$ cat src/rtl/id_ex_stage.sv
// ============================================================================
//  Module   : id_ex_stage
//  Purpose  : ID/EX pipeline register with MEM/WB operand forwarding,
//             WB write-through and single-bubble load-use hazard handling.
//  Revision : 1.0
// ============================================================================
`default_nettype none

module id_ex_stage #(
   parameter int DW = 32,
   parameter int RW = 5
) (
   input  logic          clk,
   input  logic          rst,
   input  logic          flush,
   input  logic          ext_stall,
   input  logic          id_valid,
   input  logic [5:0]    id_alu_op,
   input  logic [RW-1:0] id_rs,
   input  logic [RW-1:0] id_rt,
   input  logic [DW-1:0] id_rs_data,
   input  logic [DW-1:0] id_rt_data,
   input  logic          id_b_is_imm,
   input  logic [DW-1:0] id_imm,
   input  logic [4:0]    id_shamt,
   input  logic [4:0]    id_ins15_11,
   input  logic [RW-1:0] id_dest,
   input  logic          id_reg_write,
   input  logic          id_mem_read,
   input  logic          mem_reg_write,
   input  logic [RW-1:0] mem_dest,
   input  logic [DW-1:0] mem_data,
   input  logic          wb_reg_write,
   input  logic [RW-1:0] wb_dest,
   input  logic [DW-1:0] wb_data,
   output logic          ex_valid,
   output logic [5:0]    ex_alu_op,
   output logic [DW-1:0] ex_a,
   output logic [DW-1:0] ex_b,
   output logic [4:0]    ex_shamt,
   output logic [4:0]    ex_ins15_11,
   output logic [RW-1:0] ex_dest,
   output logic          ex_reg_write,
   output logic          ex_mem_read,
   output logic          load_use_stall
);

   logic          r_valid;
   logic [5:0]    r_alu_op;
   logic [RW-1:0] r_rs;
   logic [RW-1:0] r_rt;
   logic [DW-1:0] r_rs_val;
   logic [DW-1:0] r_rt_val;
   logic          r_b_is_imm;
   logic [DW-1:0] r_imm;
   logic [4:0]    r_shamt;
   logic [4:0]    r_ins15_11;
   logic [RW-1:0] r_dest;
   logic          r_reg_write;
   logic          r_mem_read;

   logic          w_load_use;
   logic [DW-1:0] w_rs_in;
   logic [DW-1:0] w_rt_in;
   logic [DW-1:0] w_a;
   logic [DW-1:0] w_rt_fwd;

   // A load in EX whose result is needed by decode cannot be forwarded yet.
   assign w_load_use = !flush && r_valid && r_mem_read && (r_dest != '0) && id_valid &&
                       ((id_rs == r_dest) || (!id_b_is_imm && (id_rt == r_dest)));

   // WB writes the register file in the same cycle decode reads it.
   assign w_rs_in = (wb_reg_write && (wb_dest != '0) && (wb_dest == id_rs)) ? wb_data : id_rs_data;
   assign w_rt_in = (wb_reg_write && (wb_dest != '0) && (wb_dest == id_rt)) ? wb_data : id_rt_data;

   always_ff @(posedge clk or posedge rst) begin
      if (rst) begin
         r_valid     <= 1'b0;
         r_alu_op    <= '0;
         r_rs        <= '0;
         r_rt        <= '0;
         r_rs_val    <= '0;
         r_rt_val    <= '0;
         r_b_is_imm  <= 1'b0;
         r_imm       <= '0;
         r_shamt     <= '0;
         r_ins15_11  <= '0;
         r_dest      <= '0;
         r_reg_write <= 1'b0;
         r_mem_read  <= 1'b0;
      end else if (flush || (!ext_stall && w_load_use)) begin
         r_valid     <= 1'b0;
         r_reg_write <= 1'b0;
         r_mem_read  <= 1'b0;
      end else if (!ext_stall) begin
         r_valid     <= id_valid;
         r_alu_op    <= id_alu_op;
         r_rs        <= id_rs;
         r_rt        <= id_rt;
         r_rs_val    <= w_rs_in;
         r_rt_val    <= w_rt_in;
         r_b_is_imm  <= id_b_is_imm;
         r_imm       <= id_imm;
         r_shamt     <= id_shamt;
         r_ins15_11  <= id_ins15_11;
         r_dest      <= id_dest;
         r_reg_write <= id_reg_write;
         r_mem_read  <= id_mem_read;
      end
   end

   // MEM is the younger producer, so it wins over WB.
   always_comb begin
      w_a = r_rs_val;
      if (mem_reg_write && (mem_dest != '0) && (mem_dest == r_rs))
         w_a = mem_data;
      else if (wb_reg_write && (wb_dest != '0) && (wb_dest == r_rs))
         w_a = wb_data;

      w_rt_fwd = r_rt_val;
      if (mem_reg_write && (mem_dest != '0) && (mem_dest == r_rt))
         w_rt_fwd = mem_data;
      else if (wb_reg_write && (wb_dest != '0) && (wb_dest == r_rt))
         w_rt_fwd = wb_data;
   end

   assign ex_valid       = r_valid;
   assign ex_alu_op      = r_alu_op;
   assign ex_a           = w_a;
   assign ex_b           = r_b_is_imm ? r_imm : w_rt_fwd;
   assign ex_shamt       = r_shamt;
   assign ex_ins15_11    = r_ins15_11;
   assign ex_dest        = r_dest;
   assign ex_reg_write   = r_reg_write & r_valid;
   assign ex_mem_read    = r_mem_read & r_valid;
   assign load_use_stall = w_load_use;

endmodule

`default_nettype wire

$ cat config.mk
export PLATFORM = sky130hd
export DESIGN_NAME = id_ex_stage
export DESIGN_NICKNAME = d
export VERILOG_FILES = /design/src/rtl/id_ex_stage.sv
export SDC_FILE = /design/constraint.sdc
export NUM_CORES = 1
export LEC_CHECK = 0
export ABC_CLOCK_PERIOD_IN_PS = 5120
export BUFFER_PORTS_ARGS = -buffer_cell sky130_fd_sc_hd__buf_2
export CAP_MARGIN = 20
export CORE_MARGIN = 2
export CORE_UTILIZATION = 51
export CTS_CLUSTER_DIAMETER = 60
export CTS_CLUSTER_SIZE = 40
export DETAILED_ROUTE_END_ITERATION = 16
export GPL_ROUTABILITY_DRIVEN = 0
export GPL_TIMING_DRIVEN = 1
export PLACE_DENSITY = 0.84
export SYNTH_ARGS = -nofsm -noshare
export SYNTH_HDL_FRONTEND = slang
export SYNTH_SLANG_ARGS = --single-unit
$ cat constraint.sdc
create_clock -name clk -period 5.12 [get_ports clk]
set_input_delay 0.512 -clock clk [delete_from_list [all_inputs] [get_ports clk]]
set_output_delay 0.512 -clock clk [all_outputs]
set_load 0.05 [all_outputs]
After elaboration in Yosys (flattened, before gate mapping)
Index checks and enable logic that the tools add are counted.
Word-level totals
  register bits: 131
  output and inout bits: 89
  word-level logic and storage cells: 63
Cells by class
  equal/unequal tests: 9
  muxes and demuxes: 13
  bitwise logic cells: 4
  reduce and logical (&&, ||, !) cells: 24
Operators by type and width (number)
  $mux W32: 7
  $eq A5 B5 Y1: 8
  $logic_and A1 B1 Y1: 15
  $reduce_bool A5 Y1: 3
  $mux W1: 6
  $logic_not A1 Y1: 3
  $and A1 B1 Y1: 2
  $logic_or A1 B1 Y1: 2
  $ne A2 B1 Y1 const B: 1
  $not A1 Y1: 2
  $reduce_and A2 Y1: 1

Logic depth before layout (Yosys ltp)
Gate-level depths: netlist (run 1).
  depth after elaboration: 10
  gate-level depth with buffers: 9
  mapped depth without buffers: 5

Least setup slack after synthesis (run 1)
OpenSTA, ideal clock, no wires.
  kind: input to output
  from: in wb_dest[4]
  to: out ex_b[10]
  data arrival time: 3.204 ns
  slack: 1.404 ns
  stages on the path: 8
  buffers on the path: 3
  cells stage by stage: buf_2 > or4_1 > o21a_1 > buf_6 > nand3_1 > clkbuf_1 > a221oi_1 > o31ai_1
Between the ends
  cells in the longest elaborated chain, start to end: 6
Ends and longest elaborated chain
  from (decl): RTL line 34  | input logic [RW-1:0] wb_dest,
  $reduce_bool A5 Y1: RTL line 123  | else if (wb_reg_write && (wb_dest != '0) && (wb_dest == r_rt))
  $logic_and A1 B1 Y1: RTL line 123
  $logic_and A1 B1 Y1 *: RTL line 123
  $mux W32 *: RTL line 123
  $mux W32 *: RTL line 121  | if (mem_reg_write && (mem_dest != '0) && (mem_dest == r_rt))
  $mux W32 *: RTL line 130  | assign ex_b = r_b_is_imm ? r_imm : w_rt_fwd;
  to (decl): RTL line 39  | output logic [DW-1:0] ex_b,
Mark *: on every way between the ends. The rest lies on a longest branch, timed or not.

Final worst setup path (run 1)
  from: in wb_dest[1]
  to: out ex_b[16]
Same word-level chain as after synthesis.

==> run metrics, run 1 <==
Synth cell types 28; DP Wirelength 16300 microns; slowest stage delay, CP roughly 0.87 ns; register area share after synthesis 0.391; pre-CTS setup slack about 1.2 ns; drt total wl roughly 24000 microns; Clk pwr share 0.305; Min Hold Slack between 0.2 and 0.25 ns; Setup crit end kind output port; Comb power frac 0.356; clock buffer depth 2; Leakage roughly 5 nW; DR pass1 iterations 7; clk_skew between 0.01 and 0.015 ns; maximum VDD drop about 0.22 mV; post-route clock period utilization 0.778; CTS tree done; clock root cell clkbuf_16; most common cell after layout, fill and taps aside buf_2; synthesized area between 0.008 and 0.009 sq mm; worst-path cell with the longest stage delay nand3_2; NetSw 1.40 mW; outcome complete, no violations; Ys Warns 0; setup bufs post-CTS 0; vias per cell 5.63; drt drc 0; # hold bufs at CTS 0; die area approximately 0.017 sq mm; Avg Inst Size Synth about 12 sq um; max cap viols 0; Fill cells ~1300; num ports 300; most frequent CP cell buf_2; Synth Register Bits between 100 and 150; Worst-Margin Slew about 0.99 ns; initial antenna violation count 1; CP Class input pin to output port; share of cells above drive strength 1 0.539; CP Depth 7; CP Launch Point wb_dest[1]; Cells after Synth ~730; worst setup margin approximately 1.1 ns; RR Startpoint ex_dest[2]$_DFFE_PP0P_; die width roughly 130 microns; Buffers & Inverters on Critical Path 2; gr usage total 0.271; Internal around 2.4 mW; CP endpoint ex_b[16]; Critical Path RT around 4.6 ns; Rows 46; reg2reg setup slack around 2.1 ns; P&R area growth vs syn 25.6%; initial drt markers between 400 and 500; Hold Vio Cnt, Final 0; CP Launch Type input pin; CTS H-Tree Depth 4; Non-Filler Instances 1221; total CTS buffers 17; most frequent cells in the layout buf_2 (299), dfrtp_1 (130), mux2_4 (120); RSZ-0062 raised after global routing no; CTS clk-pin slew, worst paths approximately 0.05 ns; critical path cell sequence buf_2 -> or4_1 -> o21a_2 -> nand3_2 -> a221oi_1 -> o31ai_1 -> buf_2; FMAX ~250 MHz; CP max FO 36; r2r worst-path depth 5; number of I/O port buffers between 200 and 300; clock latency on the worst-skew pair about 0.42 ns; CTS Sinks 131; core region area about 0.016 sq mm; Hold Path Class input pin to asynchronous set/reset pin; final core utilization 0.659; area taken by multi-input logic gates roughly 0.0048 sq mm; P per Cell Area approximately 360 mW/mm^2; fin crit period around 4.0 ns; WL/cell just under 20 microns; FF-to-FF End r_imm[17]$_DFFE_PP0P_; antenna-violating nets left 0; Flop pwr share 0.339; total gr overflow 0; Final Max Slew Viols 0; Arr. time, crit path 3.47 ns; Worst path top cell family by delay compound AO/OA/AOI/OAI gates; post-placement cell count 1189; via count approximately 6900; Max transition margin 0.339; # setup viols final 0; die height roughly 130 microns; syn_nets approximately 940; post-cts resize count 0; switching share of power 0.364; Final TNS setup 0 ns; global-route wire length before repair roughly 38000 microns; vias in the first global route between 7000 and 8000; Layout Nets between 1000 and 1500; FF/Latch Area 0.00328 sq mm; Starting Density 0.524; pin count of the biggest net entering global routing between 80 and 90
-- sequential cells by signal, summed over array words and instances, names as in the netlist --
register     cells
r_rs             5
r_reg_write      1
ex_shamt         5
ex_dest          5
ex_valid         1
ex_ins15_11      5
r_rt_val        32
r_imm           32
r_rt             5
ex_alu_op        6
r_mem_read       1
r_b_is_imm       1
r_rs_val        32
-- worst register-to-register path, delay by kind of cell, from the launching register on --
| kind | cells | cell delay [ns] |
|---|---|---|
| muxes | 1 | 0.41 |
| buffers and inverters | 1 | 0.56 |
| and+or+nand+nor | 1 | 0.51 |
| DFF | 1 | 0.44 |
| AOI/OAI and AO/OA | 2 | 0.93 |
-- how the worst min path moves through the flow --
stage,from,cells past startpoint,end,slack (ns)
after global routing,rst,2,ex_alu_op[4]$_DFFE_PP0P_,0.26
final,rst,2,ex_alu_op[4]$_DFFE_PP0P_,0.21
after global placement,ex_alu_op[4]$_DFFE_PP0P_,1,ex_alu_op[4]$_DFFE_PP0P_,0.48
after CTS,rst,2,ex_alu_op[4]$_DFFE_PP0P_,0.26
after detailed placement,r_rs_val[17]$_DFFE_PP0P_,1,r_rs_val[17]$_DFFE_PP0P_,0.49
after floorplan,r_reg_write$_DFFE_PP0P_,2,r_reg_write$_DFFE_PP0P_,0.47
-- metal layers --
layer,track usage,vias to the layer above,share of wire
li1,-,3186,-
met1,0.347,3379,0.43
met2,0.459,270,0.50
met3,0.0550,34,0.053
met4,0.0872,0,0.020
met5,0,-,0
-- cell usage after synthesis (all sizes together) --
master | instances | share of area
mux2i | 32 | 0.038
nand3 | 3 | 0.0018
dfrtp | 131 | 0.39
and4 | 2 | 0.0021
o21ai | 4 | 0.0024
xnor2 | 21 | 0.022
and2 | 1 | 0.00075
buf | 27 | 0.024
mux2 | 192 | 0.31
nor3 | 5 | 0.0030
or3 | 1 | 0.00075
nor2 | 70 | 0.031
xor2 | 19 | 0.020
nand3b | 3 | 0.0027
a221oi | 32 | 0.033
nand2 | 37 | 0.017
a21oi | 32 | 0.019
o21a | 2 | 0.0018
and3 | 33 | 0.025
nand4 | 2 | 0.0015
clkbuf | 38 | 0.017
or4 | 4 | 0.0036
o31ai | 33 | 0.030
nand2b | 1 | 0.00075
o32a | 1 | 0.0012
inv | 2 | 0.00089
-- cells by family (layout without fill, tap and decap cells) --
| logic type | count (synthesis) | in the layout | synth area share |
|---|---|---|---|
| flops | 131 | 131 | 0.391 |
| mux | 224 | 224 | 0.349 |
| other cells | 0 | 1 | 0 |
| xor+xnor | 40 | 40 | 0.0417 |
| compound gates | 104 | 104 | 0.0874 |
| buf+inv | 67 | 343 | 0.0414 |
| simple gates | 162 | 162 | 0.0893 |
-- through the flow --
stage               total power, mW  cell area [sq um]
floorplan                      2.31               8390
global placement               2.65               9950
detailed placement             2.67               9950
CTS                            3.85              10500
global route                   4.00              10500
finish                         3.84              10500
-- area by class of cell --
cell class / instances / area share
tap: 216 / 0.0256
multi-input combinational: 530 / 0.455
sequential: 131 / 0.311
timing repair buffer: 312 / 0.154
inverter: 2 / 0.00119
clock inverter: 5 / 0.00736
clock buffer: 24 / 0.0457
antenna: 1 / 0.000237
-- power groups by stage --
stage               logic (mW)  clock network (mW)  registers [mW]
finish                    1.37                1.17            1.30
global route              1.44                1.24            1.32
CTS                       1.35                1.19            1.31
detailed placement        1.34                   0            1.33
global placement          1.32                   0            1.32
floorplan                0.944                   0            1.37
Power figures use the tool's default switching activity.
==> inputs of run 2 (changes only) <==
- ABC_AREA: unset -> 1
- ABC_CLOCK_PERIOD_IN_PS: 5120 -> 3800
- CORE_UTILIZATION: 51 -> 52
- clock period: 5.12 -> 3.8 ns (I/O delays scaled with it)
==> run 2 against run 1 <==
Design area rose by 6.4%. Via count grew 55%. Setup slack worse by 0.37 ns. Count of clock-buffer cells in the layout shrank 2. Register-to-register slack worse by 1.2 ns. Critical path type is now flip-flop to output port.
==> run metrics, run 2 <==
clock latency on the worst-skew pair about 0.42 ns; drt drc 0; post-cts resize count 0; FMAX roughly 330 MHz; Synth Area in Adders 0; pin count of the biggest net entering global routing 77; worst-path cell with the longest stage delay dfrtp_1; xor/xnor cell area share of the yosys netlist 0.0251; top_reg_cell synth dfrtp_1; Max transition margin 0.495; gr usage total 0.352; DP Wirelength around 22000 microns; multiplexer share of the synthesized area 0; total gr overflow 0; Critical Path RT roughly 3.4 ns; DR pass1 iterations 7; most common cell after layout, fill and taps aside nand2_1; antenna-violating nets left 0; Synth cell types 22; CP Launch Type flip-flop; CTS H-Tree Depth 4; Min Hold Slack roughly 0.16 ns; CP max FO 39; critical path cell sequence inv_1 -> nand2_1 -> nand2_1 -> nor2_1 -> nand3_1 -> nand2_1 -> nand2_2 -> buf_4 -> inv_1 -> buf_2; initial drt markers between 1000 and 1500; # setup viols final 0; total CTS buffers 17; Avg Inst Size Synth just over 6 sq um; slowest stage delay, CP about 0.44 ns; Worst-Margin Slew 0.755 ns; CTS clk-pin slew, worst paths around 0.060 ns; via count 10661; die area approximately 0.019 sq mm; register area share after synthesis 0.361; cell with the most instances after synthesis nand2_1; Setup crit end kind output port; CTS Sinks 131; num ports 300; worst hold path endpoint r_reg_write$_DFFE_PP0P_; die width 136 microns; syn_nets between 1500 and 2000; final core utilization 0.653; fin crit period 3.04 ns; most frequent CP cell nand2_1; drt total wl approximately 32000 microns; Final TNS setup 0 ns; P per Cell Area ~450 mW/mm^2; dominant combinational cell family by area after synthesis simple AND/OR/NAND/NOR gates; Leakage ~6.9 nW; Worst path top cell family by delay simple AND/OR/NAND/NOR gates; largest cells by area after synthesis dfrtp_1 (36%), nand2_1 (31%), nand3_1 (15%), inv_1 (5.0%), buf_2 (3.4%); clock root cell clkbuf_16; global-route wire length before repair slightly above 50000 microns; share of cells above drive strength 1 0.216; CP Class flip-flop to output port; P&R area growth vs syn 23.5%; RSZ-0062 raised after global routing no; ys async rst share 1.00; hold path depth 3; synthesized area approximately 0.0091 sq mm; FF-to-FF End r_rt_val[21]$_DFFE_PP0P_; post-synth top area share 0.361; vias in the first global route about 10000; Hold Path Class input pin to flip-flop; CP Launch Point ex_dest[0]$_DFFE_PP0P_; r2r worst-path depth 11; Arr. time, crit path around 2.7 ns; post-synthesis compound-gate area fraction 0.00427; Ys Warns 0; most frequent cells in the layout nand2_1 (755), buf_2 (298), nand3_1 (264); RR Startpoint ex_dest[0]$_DFFE_PP0P_; Starting Density 0.528; max cap viols 0; Layout Nets 1924; reg2reg setup slack just under 1 ns; Rows 48; Final Max Slew Viols 0; Hold Vio Cnt, Final 0; WL/cell between 15 and 20 microns; vias per cell around 5.5; Buffers & Inverters on Critical Path 4; Post-Synth Simple-Gate Area 0.504; largest area contributor in the netlist dfrtp_1; maximum VDD drop 0.307 mV; core region area about 0.017 sq mm; die height approximately 140 microns; clk_skew between 0.006 and 0.007 ns; Cells after Synth 1469; clock buffer depth 2; number of I/O port buffers 299; post-route clock period utilization 0.799; Synth Register Bits 131; worst hold start id_reg_write; biggest regs r_imm: 32 flops, r_rs_val: 32 flops, r_rt_val: 32 flops; Post-synth EDFFs 0; initial antenna violation count 4; Fill cells about 1600; CTS tree done; commonest cells in the netlist nand2_1 (757), nand3_1 (264), dfrtp_1 (131), inv_1 (120), buf_2 (61); outcome complete, no violations
==> run 2: changes by cell type in the layout (fill, tap and decap cells not counted), sizes merged, moves of 48 or more <==
cell,change
inv,+122
nor2,-48
nand2,+725
nand3,+261
mux2,-192
==> run 2: area by class of cell <==
class / instances / area [sq um] / share of cell area
timing repair buffer: 323 / 1720 / 0.153
tap: 225 / 282 / 0.0251
sequential: 131 / 3280 / 0.292
clock inverter: 6 / 82.6 / 0.00736
clock buffer: 22 / 464 / 0.0414
antenna: 3 / 7.51 / 0.000669
inverter: 125 / 473 / 0.0422
multi-input combinational: 1115 / 4910 / 0.438
==> run 2: cells by family after synthesis <==
family / Yosys count
flops: 131
simple gates: 1084
buf+inv: 223
xor+xnor: 26
compound gates: 5
==> run 2: timing repair <==
item,in CTS,in global routing
setup buffers,0,0
hold endpoints to repair,15,0
hold buffers,1,0
==> run 2: per-stage QoR <==
| stage | instances | area [sq um] | worst slack, ns | power [mW] |
|---|---|---|---|---|
| 2_1_floorplan | 1469 | 9080 | 1.50 | 2.92 |
| 3_3_place_gp | 1918 | 10700 | 1.09 | 3.42 |
| 3_5_place_dp | 1918 | 10700 | 1.06 | 3.45 |
| 4_1_cts | 1947 | 11200 | 0.813 | 5.04 |
| 5_1_grt | 1949 | 11200 | 0.544 | 5.27 |
| 6_report | 1950 | 11200 | 0.764 | 5.04 |
==> run 2: worst max-delay path by stage <==
stage               depth (start not counted)                  endpoint
global placement                           12     r_imm[21]$_DFFE_PP0P_
global route                               11                   ex_b[5]
floorplan                                   7            load_use_stall
detailed placement                         12  r_rs_val[20]$_DFFE_PP0P_
CTS                                         9                  ex_b[13]
finish                                     10            load_use_stall
==> run 2: tightest hold or removal path, stage by stage <==
cell and delay, ns:
buf_2 0.07, nand2_1 0.04, nand2_1 0.05
==> run 2: per-layer routing <==
metal / GRT usage / routed length, microns
met5: 0 / 17
met4: 0.148 / 1040
met3: 0.0846 / 3710
met2: 0.564 / 14900
met1: 0.455 / 12600
==> run 2: power by group <==
group          leakage, nW  internal [mW]  total (mW)  switching (mW)
Sequential            1.62           1.57        1.69           0.119
Combinational         4.99          0.473        1.76            1.29
Clock                0.268          0.982        1.59           0.610
